### config.mk
export PLATFORM = sky130hd
export DESIGN_NAME = dfii_init_sequencer
export DESIGN_NICKNAME = d
export VERILOG_FILES = /design/src/rtl/dfii_init_sequencer.sv
export SDC_FILE = /design/constraint.sdc
export NUM_CORES = 1
export LEC_CHECK = 0
export BUFFER_PORTS_ARGS = -buffer_cell sky130_fd_sc_hd__buf_4
export CAP_MARGIN = 5
export CORE_MARGIN = 2
export CORE_UTILIZATION = 26
export CTS_BUF_LIST = sky130_fd_sc_hd__clkbuf_4 sky130_fd_sc_hd__clkbuf_8
export CTS_CLUSTER_DIAMETER = 100
export CTS_CLUSTER_SIZE = 25
export DETAILED_ROUTE_END_ITERATION = 12
export PLACE_DENSITY = 0.47
export SETUP_SLACK_MARGIN = 0.02
export SYNTH_ARGS = -nofsm -noshare
export SYNTH_HDL_FRONTEND = slang
export SYNTH_SLANG_ARGS = --single-unit
### constraint.sdc
create_clock -name clk -period 4.28 [get_ports clk]
set_clock_uncertainty 0.05 [all_clocks]
set_input_delay 0.428 -clock clk [delete_from_list [all_inputs] [get_ports clk]]
set_output_delay 0.428 -clock clk [all_outputs]
set_load 0.03 [all_outputs]
### src/rtl/dfii_init_sequencer.sv
`default_nettype none
// ============================================================================
// Module   : dfii_init_sequencer
// Purpose  : DDR3 power-up sequencer; Wishbone write master on the DFII CSRs.
//            Optional ack watchdog: define DFII_INIT_ACK_TIMEOUT_EN.
// Revision : 1.0 - initial release
// ============================================================================
module dfii_init_sequencer #(
  parameter logic [31:0] CSR_BASE = 32'h0000_2400,
  parameter logic [13:0] MR0_VAL  = 14'h220,
  parameter logic [13:0] MR1_VAL  = 14'h006,
  parameter logic [13:0] MR2_VAL  = 14'h200,
  parameter logic [13:0] MR3_VAL  = 14'h000,
  parameter logic [15:0] T_RST    = 16'd35,
  parameter logic [15:0] T_DLLK   = 16'd600,
  parameter logic [15:0] T_ZQINIT = 16'd600
) (
  input  logic        clk,
  input  logic        rst,
  input  logic        start,
  output logic        busy,
  output logic        done,
  output logic        error,
  output logic [31:0] wb_adr,
  output logic [31:0] wb_dat_w,
  output logic [3:0]  wb_sel,
  output logic        wb_cyc,
  output logic        wb_stb,
  output logic        wb_we,
  input  logic        wb_ack
);

  localparam logic [2:0] S_IDLE  = 3'd0;
  localparam logic [2:0] S_WAIT  = 3'd1;
  localparam logic [2:0] S_ISSUE = 3'd2;
  localparam logic [2:0] S_GAP   = 3'd3;
  localparam logic [2:0] S_DONE  = 3'd4;
  localparam logic [2:0] S_ERROR = 3'd5;

  localparam logic [2:0] REG_CTRL  = 3'd0;
  localparam logic [2:0] REG_CMD   = 3'd1;
  localparam logic [2:0] REG_STB   = 3'd2;
  localparam logic [2:0] REG_ADDR  = 3'd3;
  localparam logic [2:0] REG_BADDR = 3'd4;

  localparam logic [31:0] CTRL_SW       = 32'h0000_0000;
  localparam logic [31:0] CTRL_RST_ODT  = 32'h0000_000C;
  localparam logic [31:0] CTRL_CKE      = 32'h0000_000E;
  localparam logic [31:0] CTRL_HW       = 32'h0000_0001;
  localparam logic [31:0] CMD_NONE      = 32'h0000_0000;
  localparam logic [31:0] CMD_MRS       = 32'h0000_000F;
  localparam logic [31:0] CMD_ZQCL      = 32'h0000_0003;
  localparam logic [31:0] STROBE_ONE    = 32'h0000_0001;
  localparam logic [31:0] ZQCL_ADDR     = 32'h0000_0400;
  localparam logic [13:0] MR0_DLL_RESET = 14'h100;

  localparam logic [5:0] LAST_STEP = 6'd32;

  typedef struct packed {
    logic        is_wait;
    logic [2:0]  reg_off;
    logic [31:0] data;
  } rom_entry_t;

  function automatic rom_entry_t wr(input logic [2:0] off, input logic [31:0] dat);
    return {1'b0, off, dat};
  endfunction

  function automatic rom_entry_t wt(input logic [15:0] len);
    return {1'b1, 3'd0, 16'd0, len};
  endfunction

  function automatic logic [31:0] mr(input logic [13:0] val);
    return {18'd0, val};
  endfunction

  // Each MRS is ADDRESS, BADDRESS, COMMAND, STROBE; waits carry their length in data.
  function automatic rom_entry_t rom_lookup(input logic [5:0] idx);
    case (idx)
      6'd0:    return wr(REG_CTRL,  CTRL_SW);
      6'd1:    return wr(REG_ADDR,  32'd0);
      6'd2:    return wr(REG_BADDR, 32'd0);
      6'd3:    return wr(REG_CMD,   CMD_NONE);
      6'd4:    return wr(REG_CTRL,  CTRL_RST_ODT);
      6'd5:    return wr(REG_CTRL,  CTRL_CKE);
      6'd6:    return wr(REG_ADDR,  mr(MR2_VAL));
      6'd7:    return wr(REG_BADDR, 32'd2);
      6'd8:    return wr(REG_CMD,   CMD_MRS);
      6'd9:    return wr(REG_STB,   STROBE_ONE);
      6'd10:   return wr(REG_ADDR,  mr(MR3_VAL));
      6'd11:   return wr(REG_BADDR, 32'd3);
      6'd12:   return wr(REG_CMD,   CMD_MRS);
      6'd13:   return wr(REG_STB,   STROBE_ONE);
      6'd14:   return wr(REG_ADDR,  mr(MR1_VAL));
      6'd15:   return wr(REG_BADDR, 32'd1);
      6'd16:   return wr(REG_CMD,   CMD_MRS);
      6'd17:   return wr(REG_STB,   STROBE_ONE);
      6'd18:   return wr(REG_ADDR,  mr(MR0_VAL | MR0_DLL_RESET));
      6'd19:   return wr(REG_BADDR, 32'd0);
      6'd20:   return wr(REG_CMD,   CMD_MRS);
      6'd21:   return wr(REG_STB,   STROBE_ONE);
      6'd22:   return wr(REG_ADDR,  mr(MR0_VAL));
      6'd23:   return wr(REG_BADDR, 32'd0);
      6'd24:   return wr(REG_CMD,   CMD_MRS);
      6'd25:   return wr(REG_STB,   STROBE_ONE);
      6'd26:   return wt(T_DLLK);
      6'd27:   return wr(REG_ADDR,  ZQCL_ADDR);
      6'd28:   return wr(REG_BADDR, 32'd0);
      6'd29:   return wr(REG_CMD,   CMD_ZQCL);
      6'd30:   return wr(REG_STB,   STROBE_ONE);
      6'd31:   return wt(T_ZQINIT);
      6'd32:   return wr(REG_CTRL,  CTRL_HW);
      default: return wr(REG_CTRL,  CTRL_SW);
    endcase
  endfunction

  logic [2:0]  state_q, state_d;
  logic [5:0]  step_q,  step_d;
  logic [15:0] cnt_q,   cnt_d;
  logic        busy_q,  busy_d;
  logic        done_q,  done_d;
  logic        cyc_q,   cyc_d;
  logic        stb_q,   stb_d;
  logic        we_q,    we_d;
  logic [3:0]  sel_q,   sel_d;
  logic [31:0] adr_q,   adr_d;
  logic [31:0] dat_q,   dat_d;
`ifdef DFII_INIT_ACK_TIMEOUT_EN
  // Counts 0..1022, so the watchdog fires on the 1023rd unacked ISSUE cycle.
  localparam logic [9:0] TMO_LIMIT = 10'd1022;
  logic        error_q, error_d;
  logic [9:0]  tmo_q,   tmo_d;
`endif

  logic [5:0]  rom_idx;
  rom_entry_t  rom;
  logic        issue;
  logic        release_bus;

  always_comb begin
    state_d     = state_q;
    step_d      = step_q;
    cnt_d       = cnt_q;
    busy_d      = busy_q;
    done_d      = done_q;
    cyc_d       = cyc_q;
    stb_d       = stb_q;
    we_d        = we_q;
    sel_d       = sel_q;
    adr_d       = adr_q;
    dat_d       = dat_q;
    issue       = 1'b0;
    release_bus = 1'b0;
`ifdef DFII_INIT_ACK_TIMEOUT_EN
    error_d     = error_q;
    tmo_d       = tmo_q;
`endif
    // GAP looks one entry ahead; WAIT exits into the entry step already points at.
    rom_idx = (state_q == S_GAP) ? (step_q + 6'd1) : step_q;
    rom     = rom_lookup(rom_idx);

    case (state_q)
      S_IDLE, S_DONE, S_ERROR: begin
        if (start) begin
          done_d  = 1'b0;
          busy_d  = 1'b1;
          step_d  = 6'd0;
          cnt_d   = T_RST;
          state_d = S_WAIT;
`ifdef DFII_INIT_ACK_TIMEOUT_EN
          error_d = 1'b0;
`endif
        end
      end
      S_WAIT: begin
        if (cnt_q <= 16'd1) begin
          issue   = 1'b1;
          state_d = S_ISSUE;
        end else begin
          cnt_d = cnt_q - 16'd1;
        end
      end
      S_ISSUE: begin
        if (wb_ack) begin
          release_bus = 1'b1;
          state_d     = S_GAP;
        end
`ifdef DFII_INIT_ACK_TIMEOUT_EN
        else if (tmo_q == TMO_LIMIT) begin
          release_bus = 1'b1;
          error_d     = 1'b1;
          busy_d      = 1'b0;
          state_d     = S_ERROR;
        end else begin
          tmo_d = tmo_q + 10'd1;
        end
`endif
      end
      S_GAP: begin
        if (step_q == LAST_STEP) begin
          done_d  = 1'b1;
          busy_d  = 1'b0;
          state_d = S_DONE;
        end else if (rom.is_wait) begin
          cnt_d   = rom.data[15:0];
          step_d  = step_q + 6'd2;
          state_d = S_WAIT;
        end else begin
          step_d  = step_q + 6'd1;
          issue   = 1'b1;
          state_d = S_ISSUE;
        end
      end
      default: state_d = S_IDLE;
    endcase

    if (issue) begin
      cyc_d = 1'b1;
      stb_d = 1'b1;
      we_d  = 1'b1;
      sel_d = 4'hF;
      adr_d = CSR_BASE + {29'd0, rom.reg_off};
      dat_d = rom.data;
`ifdef DFII_INIT_ACK_TIMEOUT_EN
      tmo_d = 10'd0;
`endif
    end
    if (release_bus) begin
      cyc_d = 1'b0;
      stb_d = 1'b0;
      we_d  = 1'b0;
      sel_d = 4'h0;
    end
  end

  always_ff @(posedge clk or posedge rst) begin
    if (rst) begin
      state_q <= S_IDLE;
      step_q  <= 6'd0;
      cnt_q   <= 16'd0;
      busy_q  <= 1'b0;
      done_q  <= 1'b0;
      cyc_q   <= 1'b0;
      stb_q   <= 1'b0;
      we_q    <= 1'b0;
      sel_q   <= 4'h0;
      adr_q   <= 32'd0;
      dat_q   <= 32'd0;
    end else begin
      state_q <= state_d;
      step_q  <= step_d;
      cnt_q   <= cnt_d;
      busy_q  <= busy_d;
      done_q  <= done_d;
      cyc_q   <= cyc_d;
      stb_q   <= stb_d;
      we_q    <= we_d;
      sel_q   <= sel_d;
      adr_q   <= adr_d;
      dat_q   <= dat_d;
    end
  end

`ifdef DFII_INIT_ACK_TIMEOUT_EN
  always_ff @(posedge clk or posedge rst) begin
    if (rst) begin
      error_q <= 1'b0;
      tmo_q   <= 10'd0;
    end else begin
      error_q <= error_d;
      tmo_q   <= tmo_d;
    end
  end

  assign error = error_q;
`else
  assign error = 1'b0;
`endif

  assign busy     = busy_q;
  assign done     = done_q;
  assign wb_cyc   = cyc_q;
  assign wb_stb   = stb_q;
  assign wb_we    = we_q;
  assign wb_sel   = sel_q;
  assign wb_adr   = adr_q;
  assign wb_dat_w = dat_q;

endmodule
`default_nettype wire

# == Word level (Yosys, flattened, before mapping) ==
# Memory sizes are Yosys's and may differ from the RTL's.
# Index checks and enable logic that the tools add are counted.
# word_totals
ff_bits,96
mem_bits_ro,896
input_bits,4
out_inout_bits,74
elab_cells,69
mem_count,1
# memory_table
name,words,width,rd,rd_ports_with_merged_regs,wr,line,rtl
(name not given),64,14,1,0,0,79,case (idx)
# op_classes
n_addsub,4
magnitude_cmp,1
n_eq_ne,13
mux,32
reduce_logical,9
# op_table
operator,n
$mux 16,4
$pmux 16 s3,1
$mux 6,4
$le 16x1->1 const B,1
$sub 16x1->16 const B,1
$add 14x3->15 const A,1
$mux 3,4
$ne 2x2->1 const B,6
$pmux 3 s4,1
$pmux 6 s2,1
$mux 1,11
$reduce_and 3->1,3
$mux 4,2
$add 6x1->6 const B,1
$add 6x2->6 const B,1
$eq 3x2->1 const B,2
$eq 3x3->1 const B,2
$eq 6x6->1 const B,1
$pmux 1 s2,3
$reduce_and 5->1,1
$reduce_bool 2->1,2
$eq 3x1->1 const B,1
$logic_not 3->1,1
$reduce_bool 3->1,1
3 further kinds,3

# == Logic depth before layout (Yosys ltp) ==
# Gate-level depths: netlist of run 1.
# An unclocked memory read counts as a cell.
# depth
word_depth,8
mapped_depth,14
ltp_nobuf,11

# == Worst setup path after synthesis of run 1 ==
# Ideal clock, no wire load.
# synth_path
path_kind,flip-flop to flip-flop
from,register state_q[1]
to,"register adr_q[0], in the netlist wb_adr[0]"
setup_time_ns,0.125
arrival_ns,2.892
setup_slack_ns,1.213
stages_incl_launch_ff,15
cell_sequence,dfrtp_1 -> buf_2 -> nand3b_4 -> clkbuf_1 -> mux2i_1 -> inv_1 -> ha_1 -> nand2b_1 -> mux2i_1 -> a21o_1 -> a31o_1 -> and2_1 -> buf_6 -> buf_6 -> mux2_4
# synth_via
elab_chain_cells,6
# synth_rtl
element,line,rtl
"start, declared",117,"logic [2:0] state_q, state_d;"
"start signal, assigned",250,state_q <= state_d;
"parallel branches: the longest is 6 deep, another holds $add 14x3->15",n/a,
"end signal, assigned",259,adr_q <= adr_d;
"end, declared",126,"logic [31:0] adr_q, adr_d;"
# Several ways; the timed one is not identified.
# A chain may end at the register's enable or synchronous reset.

# == Worst setup path after layout of run 1 ==
# layout_path
from,register state_q[2]
to,"register dat_q[0], in the netlist wb_dat_w[0]"
# layout_via
elab_chain_cells,6
# layout_rtl
element,line,rtl
$eq 3x2->1,"159, 162",
$mux 6,159,rom_idx = (state_q == S_GAP) ? (step_q + 6'd1) : step_q;
$mem_v2 64x14,n/a,
$mux 1,204,end else if (rom.is_wait) begin
$mux 1,200,if (step_q == LAST_STEP) begin
$pmux 1 s2,162,case (state_q)
"end signal, assigned",260,dat_q <= dat_d;
"end, declared",127,"logic [31:0] dat_q, dat_d;"
# Parallel ways exist; a longest one is shown, timed or not.

==> results by group, run 1 <==
Drt
  – WL final: about 8.4 mm
  – Pre-Repair DR Iteration Count: 5
  – Detailed Route Iter0 Violations: roughly 170
  – WL/cell: ~14 um
  – Detail-routed via count per cell: roughly 4.8
  – Antenna viol nets, final: 0
  – DR vias: between 2000 and 3000
  – Residual DRC: 0

CTS
  – Num Clock Sinks: between 40 and 50
  – Bufs on Longest Clock Path: 2
  – Clk_lat worst skew: roughly 300 ps
  – CTS tree: built
  – Cts hold-fix bufs: 0
  – Reg clk slew, reported paths: around 100 ps
  – PostCTS Resize Cnt: 0
  – H-Tree Depth: 2
  – Cts bufs inserted: 5
  – Root buffer cell: clkbuf_8
  – Postcts setup bufs: 0

Logic synthesis
  – Post-synthesis sequential area ratio: around 30%
  – Top_reg_cell synth: dfrtp_1
  – Post-synth top area cell: dfrtp_1
  – Fraction of registers with async set/reset: 100%
  – Distinct cells, synth: approximately 70
  – Post-Syn Area: roughly 3400 sq um
  – Yosys reg bits: around 40
  – EDFF count, synth: 0
  – Post-synthesis cell count: between 400 and 500
  – YS warnings: 0
  – Most frequent cells after synthesis: buf_4 (60), dfrtp_1 (41), nor2_1 (36), nand2_1 (23), a21oi_1 (22)
  – Area share of the largest cell type after synthesis: about 30%
  – Synth top area cells: dfrtp_1 (30%), buf_4 (13%), nor2_1 (3.9%)
  – Top-count cell post-synth: buf_4
  – Syn Area/Cell: about 8.5 sq um

Die
  – FP Rows: 41
  – Initial Utilization: between 20% and 30%
  – Core area: roughly 13000 sq um
  – Die X: 119 um
  – Die Height: ~120 um
  – Die area: between 10000 and 15000 sq um
  – Ports: between 70 and 80

Setup path
  – Worst path slowest cell: and2_1
  – Worst setup EP type: flop
  – Arr. time, crit path: roughly 3700 ps
  – Max FO, Critical Path: 15
  – Critical path type: flop to flop
  – CP cell instances: and3b_1, xnor2_1, ha_1, a21o_1, a31o_1, and2_1, mux2_1
  – Startpoint Class: flop
  – Setup slack, reg-to-reg: roughly 760 ps
  – Largest stage delay on the critical path: roughly 570 ps
  – WP data required: 4420 ps

GRT
  – Initial antenna violation count: 0
  – First-pass GRT wire length: 13.5 mm
  – Gr ovfl total: 0
  – Number of global-route vias before repair: about 2600
  – GR Util All Layers: a little under an eighth
  – Pin count of the biggest net entering global routing: 42

STA
  – # setup viols final: 0
  – Max transition margin: roughly 44%
  – RSZ-0062 raised after global routing: false
  – Fmax: between 0.2 and 0.3 GHz
  – Pins Over Slew Limit: 0
  – Hold Vio Cnt, Final: 0
  – Final Cycle Share: 82.2%
  – Post-route setup slack: approximately 760 ps
  – Worst Tran Pin Value: 834 ps
  – Tmin final: 3520 ps
  – Setup TNS: 0 ps

Power and ir drop
  – VDD IR max: 0.272 mV
  – PwrDens: between 600 and 700 nW/um^2
  – Leak: about 0.0016 uW

Outcome
  – Status: completed

Finish
  – Layout area overhead: 5.26%
  – Count of antenna diodes in the layout: 0
  – Share of cells above drive strength 1: roughly 15%
  – Final nets: roughly 420

Place
  – # port buffers: 27
  – RD Place Congestion: roughly 0.85
  – Pre-CTS setup slack: between 800 and 900 ps
  – Post-detail-place hpwl: about 6.3 mm

Run
  – Max-cap violations: 0

Min path
  – Hold crit path type: input pin to async pin
[power by group]
group | internal (uW) | switching [uW] | total (uW)
Sequential | 491 | 118 | 610
Combinational | 526 | 968 | 1490
Clock | 119 | 156 | 275
Total | 1140 | 1240 | 2380
[worst max-delay path, delay by kind of cell (launching register included)]
kind / cells / cell delay [ps]
adder cells (fa/ha/maj): 1 / 530
AO/OA/AOI/OAI: 2 / 630
flip-flops: 1 / 480
multiplexers: 1 / 380
XOR/XNOR: 1 / 490
AND/OR/NAND/NOR: 2 / 850
[layout by cell type, fill, tap and decap left out, drive strengths merged, types with 3 or more instances in the layout]
cell	instances
a211oi	5
mux2i	5
dfrtp	41
a21oi	23
a22oi	5
ha	9
nor2	37
a21o	3
xor2	3
o221ai	3
nand4	3
nor3b	3
inv	14
conb	50
a22o	3
a31oi	5
o21ai	28
or3	9
buf	32
nand3	12
clkbuf	5
nor4	7
o22a	3
xnor2	4
o211ai	10
nand2b	7
and2	5
nor3	8
nand2	24
and3	5
mux2	8
[layout make-up]
class / count / area (sq um)
clock buffer: 5 / 68.8
clock inverter: 3 / 25.0
fill: 1411 / 9120
inverter: 13 / 48.8
multi-input combinational: 318 / 1980
sequential: 41 / 1030
tap: 172 / 215
timing repair buffer: 32 / 240
[worst paths after layout]
| kind | from | endpoint | cells after the start |
|---|---|---|---|
| min in group clk | wb_ack | wb_sel[2]$_DFFE_PP0P_ | 2 |
| worst min register to register | busy$_DFFE_PP0P_ | busy$_DFFE_PP0P_ | 1 |
| worst max-delay path | state_q[2]$_DFFE_PP0P_ | wb_dat_w[0]$_DFFE_PP0P_ | 7 |
| worst min-delay path | rst | state_q[0]$_DFFE_PP0P_ | 3 |
| worst max register to register | state_q[2]$_DFFE_PP0P_ | wb_dat_w[0]$_DFFE_PP0P_ | 7 |
| max in group asynchronous | rst | cnt_q[0]$_DFFE_PP0P_ | 3 |
[registers in the layout, summed over array words and instances, names as in the netlist]
register,cells
cnt_q,16
wb_dat_w,9
step_q,6
wb_adr,4
state_q,3
busy,1
done,1
wb_sel,1
[metal layers]
layer	up-vias	share of wire, %	GRT usage, %
met5	-	0	0
met1	1388	46	15.5
li1	1358	-	-
met2	63	49	19.1
met3	9	4.5	2.27
met4	0	1.4	4.54
[per-stage QoR]
step / hold slack, ps / power (uW) / instance area (sq um) / cells / util (%)
floorplan: 393 / 1840 / 3610 / 452 / -
global placement: 418 / 2110 / 3510 / 576 / 27.6
detailed placement: 427 / 2100 / 3510 / 576 / 27.6
CTS: 231 / 2380 / 3600 / 584 / 28.3
global route: 263 / 2560 / 3600 / 584 / 28.3
finish: 206 / 2380 / 3600 / 584 / 28.3
[cells by family after synthesis]
| group | Yosys count | share of synthesized area [%] |
|---|---|---|
| compound gates | 108 | 21.8 |
| mux | 13 | 4.20 |
| other cells | 1 | 0.110 |
| xor+xnor | 7 | 2.23 |
| buf+inv | 93 | 17.6 |
| fa+ha+maj | 9 | 3.29 |
| flops | 41 | 30.0 |
| simple gates | 131 | 20.8 |
Note: power is estimated with default switching activity, not from simulation.
==> run 2: changes to the inputs <==
==> constraint.sdc (replaced) <==
create_clock -name clk -period 3.5 [get_ports clk]
set_clock_uncertainty 0.05 [all_clocks]
set_input_delay 0.35 -clock clk [delete_from_list [all_inputs] [get_ports clk]]
set_output_delay 0.35 -clock clk [all_outputs]
set_load 0.03 [all_outputs]
==> results by group, run 2 (synthesis gave the netlist of run 1 again) <==
GRT
  – First-pass GRT wire length: 14.1 mm
  – Gr ovfl total: 0
  – Pin count of the biggest net entering global routing: 42
  – Initial antenna violation count: 0
  – Number of global-route vias before repair: 2577
  – GR Util All Layers: between 10% and 20%

Drt
  – Residual DRC: 0
  – Pre-Repair DR Iteration Count: 4
  – Detailed Route Iter0 Violations: ~200
  – Detail-routed via count per cell: 4.82
  – DR vias: between 2000 and 3000
  – WL final: about 8.7 mm
  – WL/cell: between 10 and 15 um
  – Antenna viol nets, final: 0

CTS
  – Reg clk slew, reported paths: ~90 ps
  – H-Tree Depth: 2
  – CTS tree: built
  – PostCTS Resize Cnt: 0
  – Bufs on Longest Clock Path: 2
  – Num Clock Sinks: between 40 and 50
  – Cts hold-fix bufs: 0
  – Root buffer cell: clkbuf_8
  – Clk_lat worst skew: roughly 300 ps
  – Postcts setup bufs: 0
  – Cts bufs inserted: 5

Place
  – Placement Cell Area: approximately 3600 sq um
  – Inst Count DP: ~600
  – RD Place Congestion: 0.858
  – # port buffers: 27
  – Post-detail-place hpwl: 6.60 mm

Finish
  – Post-Layout Cell Count: 592
  – Share of cells above drive strength 1: between 15 and 20%
  – Largest reg by FF count: cnt_q
  – Most frequent cells in the layout: conb_1 (50), dfrtp_1 (41), buf_4 (40), nor2_1 (36), nand2_1 (23)
  – Largest register FFs: 16
  – Final nets: roughly 430
  – Design Area, Final: approximately 3700 sq um
  – Commonest non-fill, non-tap cell in the layout: conb_1
  – Count of antenna diodes in the layout: 0
  – Layout area overhead: 7.68%

STA
  – Tmin final: 3210 ps
  – RSZ-0062 raised after global routing: false
  – Fmax: 0.311 GHz
  – Worst Tran Pin Value: 666 ps
  – Hold Vio Cnt, Final: 0
  – # setup viols final: 0
  – Setup TNS: 0 ps
  – Max transition margin: around 56%
  – Pins Over Slew Limit: 0
  – Final Cycle Share: approximately 90%

Setup path
  – Worst r2r src: state_q[2]$_DFFE_PP0P_
  – Critical path type: flop to flop
  – WP data required: around 3700 ps
  – Worst setup EP type: flop
  – Startpoint Class: flop
  – Setup crit start: state_q[2]$_DFFE_PP0P_
  – Arr. time, crit path: approximately 3400 ps
  – Worst Reg-to-Reg Cells: 7
  – Max FO, Critical Path: 15

Die
  – FP Rows: 41
  – Die X: about 120 um
  – Ports: 78
  – Core area: roughly 13000 sq um
  – Initial Utilization: around 27%
  – Die area: between 10000 and 15000 sq um
  – Die Height: between 100 and 150 um

Power and ir drop
  – PwrDens: 829 nW/um^2
  – Leak: roughly 0.0016 uW
  – VDD IR max: roughly 0.25 mV

Run
  – Max-cap violations: 0

Min path
  – Hold crit path type: input pin to async pin

Outcome
  – Status: completed
[run 2: path summary, 6_finish.rpt]
check,to,slack (ps)
max,wb_dat_w[10]$_DFFE_PP0P_,290
min,cnt_q[6]$_DFFE_PP0P_,130
max reg2reg,wb_dat_w[10]$_DFFE_PP0P_,290
min reg2reg,cnt_q[15]$_DFFE_PP0P_,430
max in group asynchronous,wb_sel[2]$_DFFE_PP0P_,2890
min in group clk,wb_sel[2]$_DFFE_PP0P_,210
[run 2: stage by stage]
| step | hold WS [ps] | utilization [%] | power [uW] | setup WS (ps) |
|---|---|---|---|---|
| floorplan | 393 | - | 2250 | 433 |
| global placement | 420 | 28.0 | 2640 | 306 |
| detailed placement | 422 | 28.0 | 2640 | 222 |
| CTS | 159 | 28.9 | 3050 | 201 |
| global route | 182 | 29.0 | 3310 | 39.3 |
| finish | 126 | 29.0 | 3050 | 286 |
[run 2: layer usage]
metal  wire length, um  part of all wire, %  GRT usage [%]  up-vias
li1                  -                    -              -     1375
met4                96                  1.1           3.05        0
met1              4050                   47           17.5     1396
met3               377                  4.3           1.93        7
met5                 0                    0              0        -
met2              4160                   48           19.5       78
[run 2: cell type report]
class                           instances  area (sq um)
Clock buffer                            5          68.8
Clock inverter                          3          43.8
Multi-Input combinational cell        318          1980
Fill cell                            1419          9040
Tap cell                              172           215
Inverter                               13          48.8
Sequential cell                        41          1030
Timing Repair Buffer                   40           300
[run 2: critical path: stages, from the launching register on]
cell	delay, ps
dfrtp_1	490
and3b_1	290
xnor2_1	450
ha_1	510
a21o_1	220
a31o_1	170
and2_1	560
mux2_1	380
[run 2: power by group]
part	switching [uW]	total (uW)	internal, uW
clock network	182	395	214
logic	1200	1900	697
registers	157	758	601
total	1540	3050	1510
